$ cat src/rtl/pc_seq_pkg.sv
// Shared defaults and the command-select encoding for the program counter
// sequencer and its return-address stack.
package pc_seq_pkg;

    localparam int DEF_ADDR_W      = 6;
    localparam int DEF_STEP        = 4;
    localparam int DEF_STACK_DEPTH = 4;
    localparam int DEF_RESET_ADDR  = 0;

    typedef enum logic [2:0] {
        CMD_NONE,
        CMD_JMP,
        CMD_CALL,
        CMD_RET,
        CMD_BR,
        CMD_INC
    } cmd_t;

    // Fixed priority jmp > call > ret > br > inc; only the winner ever acts.
    function automatic cmd_t select_cmd(
        input logic jmp,
        input logic call,
        input logic ret,
        input logic br,
        input logic inc
    );
        cmd_t sel;
        sel = CMD_NONE;
        if (jmp)
            sel = CMD_JMP;
        else if (call)
            sel = CMD_CALL;
        else if (ret)
            sel = CMD_RET;
        else if (br)
            sel = CMD_BR;
        else if (inc)
            sel = CMD_INC;
        return sel;
    endfunction

endpackage

$ cat src/rtl/pc_return_stack.sv
// Return-address LIFO. Refuses push when full and pop when empty, and tells
// the parent about each refusal so it can raise its sticky error flags.
module pc_return_stack
    import pc_seq_pkg::*;
#(
    parameter int ADDR_W = DEF_ADDR_W,
    parameter int DEPTH  = DEF_STACK_DEPTH,
    localparam int SP_W  = $clog2(DEPTH + 1)
) (
    input  logic              clk,
    input  logic              rst,
    input  logic              push,
    input  logic              pop,
    input  logic [ADDR_W-1:0] push_data,
    output logic [ADDR_W-1:0] top_data,
    output logic [SP_W-1:0]   sp,
    output logic              full,
    output logic              empty,
    output logic              push_refused,
    output logic              pop_refused
);

    logic [ADDR_W-1:0] mem [DEPTH];
    logic              push_ok;
    logic              pop_ok;

    assign full         = (sp == SP_W'(DEPTH));
    assign empty        = (sp == '0);
    assign push_ok      = push & ~full;
    assign pop_ok       = pop & ~push & ~empty;
    assign push_refused = push & full;
    assign pop_refused  = pop & ~push & empty;

    // Top of stack is the entry just below sp; reads zero when empty.
    always_comb begin
        top_data = '0;
        for (int i = 0; i < DEPTH; i++) begin
            if (SP_W'(i + 1) == sp)
                top_data = mem[i];
        end
    end

    always_ff @(posedge clk or negedge rst) begin
        if (!rst) begin
            sp <= '0;
            for (int i = 0; i < DEPTH; i++)
                mem[i] <= '0;
        end else if (push_ok) begin
            for (int i = 0; i < DEPTH; i++) begin
                if (SP_W'(i) == sp)
                    mem[i] <= push_data;
            end
            sp <= sp + SP_W'(1);
        end else if (pop_ok) begin
            sp <= sp - SP_W'(1);
        end
    end

endmodule

$ cat src/rtl/pc_sequencer.sv
// Program counter sequencer: increment, absolute jump, relative branch and
// call/return through an internal stack, with global hold and sticky errors.
module pc_sequencer
    import pc_seq_pkg::*;
#(
    parameter int ADDR_W      = DEF_ADDR_W,
    parameter int STEP        = DEF_STEP,
    parameter int STACK_DEPTH = DEF_STACK_DEPTH,
    parameter int RESET_ADDR  = DEF_RESET_ADDR,
    localparam int SP_W       = $clog2(STACK_DEPTH + 1)
) (
    input  logic              clk,
    input  logic              rst,
    input  logic              en,
    input  logic              pc_inc,
    input  logic              jmp,
    input  logic [ADDR_W-1:0] jmp_add,
    input  logic              br,
    input  logic [ADDR_W-1:0] br_off,
    input  logic              call,
    input  logic              ret,
    input  logic              clr_err,
    output logic [ADDR_W-1:0] add,
    output logic [SP_W-1:0]   sp,
    output logic              stk_full,
    output logic              stk_empty,
    output logic              ovf,
    output logic              unf
);

    cmd_t              cmd;
    logic [ADDR_W-1:0] inc_add;
    logic [ADDR_W-1:0] br_add;
    logic [ADDR_W-1:0] top_data;
    logic [ADDR_W-1:0] next_add;
    logic              push_refused;
    logic              pop_refused;

    assign cmd     = en ? select_cmd(jmp, call, ret, br, pc_inc) : CMD_NONE;
    assign inc_add = add + ADDR_W'(STEP);
    assign br_add  = add + br_off;

    pc_return_stack #(
        .ADDR_W (ADDR_W),
        .DEPTH  (STACK_DEPTH)
    ) u_stack (
        .clk          (clk),
        .rst          (rst),
        .push         (cmd == CMD_CALL),
        .pop          (cmd == CMD_RET),
        .push_data    (inc_add),
        .top_data     (top_data),
        .sp           (sp),
        .full         (stk_full),
        .empty        (stk_empty),
        .push_refused (push_refused),
        .pop_refused  (pop_refused)
    );

    // A refused call or return leaves the address where it is.
    always_comb begin
        next_add = add;
        case (cmd)
            CMD_JMP:  next_add = jmp_add;
            CMD_CALL: next_add = push_refused ? add : jmp_add;
            CMD_RET:  next_add = pop_refused ? add : top_data;
            CMD_BR:   next_add = br_add;
            CMD_INC:  next_add = inc_add;
            default:  next_add = add;
        endcase
    end

    always_ff @(posedge clk or negedge rst) begin
        if (!rst)
            add <= ADDR_W'(RESET_ADDR);
        else
            add <= next_add;
    end

    // A new error in the same cycle as clr_err keeps the flag set.
    always_ff @(posedge clk or negedge rst) begin
        if (!rst) begin
            ovf <= 1'b0;
            unf <= 1'b0;
        end else begin
            if (push_refused)
                ovf <= 1'b1;
            else if (clr_err)
                ovf <= 1'b0;
            if (pop_refused)
                unf <= 1'b1;
            else if (clr_err)
                unf <= 1'b0;
        end
    end

endmodule

$ cat config.mk
export PLATFORM = sky130hd
export DESIGN_NAME = pc_sequencer
export DESIGN_NICKNAME = d
export VERILOG_FILES = /design/src/rtl/pc_seq_pkg.sv /design/src/rtl/pc_return_stack.sv /design/src/rtl/pc_sequencer.sv
export SDC_FILE = /design/constraint.sdc
export NUM_CORES = 1
export LEC_CHECK = 0
export ABC_AREA = 1
export CAP_MARGIN = 5
export CORE_MARGIN = 2
export CORE_UTILIZATION = 45
export CTS_CLUSTER_SIZE = 40
export DETAILED_ROUTE_END_ITERATION = 8
export GPL_TIMING_DRIVEN = 0
export HOLD_SLACK_MARGIN = 0.06
export PLACE_DENSITY = 0.77
export SYNTH_ARGS = -nofsm -noshare
export SYNTH_HDL_FRONTEND = slang
export SYNTH_SLANG_ARGS = --single-unit
$ cat constraint.sdc
create_clock -name clk -period 3.9 [get_ports clk]
set_input_delay 0.78 -clock clk [delete_from_list [all_inputs] [get_ports clk]]
set_output_delay 0.78 -clock clk [all_outputs]
set_load 0.01 [all_outputs]
==> impl_metrics.py <==
metrics = {
    "worst_setup_path": {
        "crit_path_start": "u_stack.sp[0]$_DFFE_PN0P_",
        "crit_path_start_kind": "register",
        "worstPathRequired_ns": 3.12,
        "worstSetupPathType": "register to output port",
        "crit_slowest_cell": "clkdlybuf4s50_1",
        "rr_worst_depth": 9,
        "path_max_fanout": 5,
        "r2r_slack_ns": 2.02,
        "arrival_ns": 1.88,
        "reg2reg_to": "add[4]$_DFFE_PN0P_",
        "slowest_delay_ns": 0.53,
        "cp-end-kind": "output port",
        "crit_chain": "inv_1, ha_1, nand2_2, clkinv_2, clkdlybuf4s50_1",
        "r2r_start": "add[0]$_DFFE_PN0P_",
    },
    "clock_network": {
        "cts_sinks": 35,
        "cts.htree.levels": 2,
        "cts_setup_buffers": 0,
        "cts_tree": "done",
        "ctsResizeCount": 0,
        "ctsHoldBuffers": 0,
        "worstSkewPairLatency_ns": 0.29,
        "cts.path.max_buffers": 2,
        "numCtsBuffers": 5,
        "cts.reportedPaths.clkPinSlew_ns": 0.07,
        "root_buffer": "clkbuf_8",
    },
    "synth": {
        "yosys-top-cells-area": "dfrtp_1, nand2_1, ha_1",
        "yosysSeqAreaShare_pct": 38.0,
        "synth_area_leader_cell": "dfrtp_1",
        "yosys_most_used_dff": "dfrtp_1",
        "netlist_area_um2": 2310,
        "synth_edf_count": 0,
        "synthArstFlopShare_pct": 100,
        "ys_types": 32,
        "ys_ff_latch": 35,
        "synth_common_cells": "nand2_1, inv_1, dfrtp_1",
        "synth_fp_nets": 349,
        "syn_avg_cell_area_um2": 7.32,
        "synth_cells": 315,
        "yosysMostFrequentCell": "nand2_1",
        "ys_warn_count": 0,
        "yosys.area.top_type_share_pct": 38.0,
    },
    "grt": {
        "grt_max_degree": 36,
        "grt_pass1_wl_um": 9050,
        "grt_overflow": 0,
        "antenna_found_initial": 0,
        "first_global_vias": 1978,
        "grtUsageTotal_pct": 20.8,
    },
    "drt": {
        "drcViolationCount": 0,
        "drt_iter0_drc": 105,
        "wl_per_cell_um": 11.7,
        "vias_per_cell": 4.79,
        "num_vias": 2039,
        "firstDrtPassIters": 5,
        "ant_nets": 0,
        "wl_um": 4990,
    },
    "job": {
        "maxCapViolations": 0,
    },
    "timing": {
        "relSlewSlack_pct": 49.5,
        "final_max_slew_viol_count": 0,
        "fmax_ghz": 0.376,
        "fin_tns_setup_ns": 0,
        "setup_viol_count_final": 0,
        "period_share_pct": 68.2,
        "rsz0062_at_grt": "no",
        "holdWs_ns": 0.481,
        "hold_violations": 0,
        "worstMarginPinSlew_ns": 0.758,
        "clock_skew_ns": 0.00456,
        "fin_crit_ns": 2.66,
    },
    "layout": {
        "finalNetCount": 389,
        "synthToLayoutAreaGrowth_pct": 21.4,
        "drive_above_1_share_pct": 11.2,
        "finish.utilization_pct": 55.6,
        "diodes": 0,
    },
    "placed_design": {
        "place_congestion": 0.841,
        "numPortBuffers": 33,
        "dpl.hpwl_um": 3820,
    },
    "power": {
        "finalPower_mw": 1.52,
        "powerDensity_nw_per_um2": 542,
        "p_sw_share_pct": 40.1,
        "p_int_mw": 0.911,
        "p_leak_nw": 1.41,
        "pwr-share-comb_pct": 43.8,
        "seq_power_share_pct": 39.4,
        "p_clk_share_pct": 16.8,
        "ir_drop_mv": 0.186,
        "p_switching_mw": 0.609,
    },
    "hold_path": {
        "hp-class": "register to register",
        "min_path_cells": 2,
        "hold-path-endpoint": "u_stack.mem[10]$_DFFE_PN0P_",
        "hp-start": "u_stack.mem[10]$_DFFE_PN0P_",
    },
    "floorplan": {
        "start_util_pct": 45.8,
        "io_pins": 34,
        "row_count": 26,
        "core_area_um2": 5040,
        "die_w_um": 75.6,
        "fp.dieArea_um2": 5720,
        "fp.dieH_um": 75.6,
    },
    "status": {
        "status": "finished clean",
    },
}
-- per-stage QoR --
stage	setup slack, ns	area, um2	std cells
after floorplan	1.79	2310	315
final	1.24	2800	426
after CTS	1.23	2800	426
after global routing	1.18	2800	426
after detailed placement	1.25	2720	418
after global placement	1.28	2730	418
-- how the worst max path moves through the flow --
stage | to | slack, ns | cells after the start
2_1_floorplan | add[4]$_DFFE_PN0P_ | 1.79 | 9
3_3_place_gp | add[4]$_DFFE_PN0P_ | 1.28 | 10
3_5_place_dp | add[4]$_DFFE_PN0P_ | 1.25 | 10
4_1_cts | stk_full | 1.23 | 5
5_1_grt | stk_full | 1.18 | 5
6_report | stk_full | 1.24 | 5
-- state kept, by name, indices dropped and copies added, names as in the netlist --
name	cells
unf	1
ovf	1
add	6
u_stack.sp	3
u_stack.mem	24
-- cell type report --
cell class,count,area (um2)
fillers,466,2240
multi-input cells,229,1210
flip-flops and latches,35,876
repair buffers,33,325
inverters,46,178
well taps,70,87.6
clock buffers,7,76.3
plain buffers,5,38.8
clock inverters,1,5.00
-- logic make-up after synthesis --
group | count (synthesis) | synth area share [%]
flip-flops | 35 | 38.0
buffers and inverters | 51 | 9.38
multiplexers | 1 | 0.488
adder cells (fa/ha/maj) | 13 | 7.38
AND/OR/NAND/NOR | 171 | 34.3
XOR/XNOR | 4 | 1.52
AO/OA/AOI/OAI | 40 | 9.00
-- placed cells by master (no fill, tap or decap), types with 8 or more instances in the layout --
cell,n
a21oi_1,8
clkdlybuf4s50_1,32
dfrtp_1,35
ha_1,12
inv_1,38
nand2_1,101
nand3_1,27
nor2_1,19
o21ai_0,24
-- metal layers --
metal	vias up	track usage, %	share of wire [%]
met5	-	0	0
met4	0	7.41	1.6
met3	6	3.84	3.4
met2	37	33.9	49
met1	928	27.7	46
li1	1068	-	-
-- worst max-delay path, delay by kind of cell (launching register included) --
kind / cells / cell delay, ns
fa+ha+maj: 1 / 0.25
buf+inv: 3 / 0.77
flops: 1 / 0.44
simple gates: 1 / 0.14
-- power groups by stage --
stage | sequential (mW) | clock [mW] | combinational (mW)
after floorplan | 0.593 | 0 | 0.458
after global placement | 0.601 | 0 | 0.650
after detailed placement | 0.606 | 0 | 0.665
after CTS | 0.600 | 0.260 | 0.670
after global routing | 0.619 | 0.279 | 0.764
final | 0.599 | 0.255 | 0.666
Power figures use the tool's default switching activity.
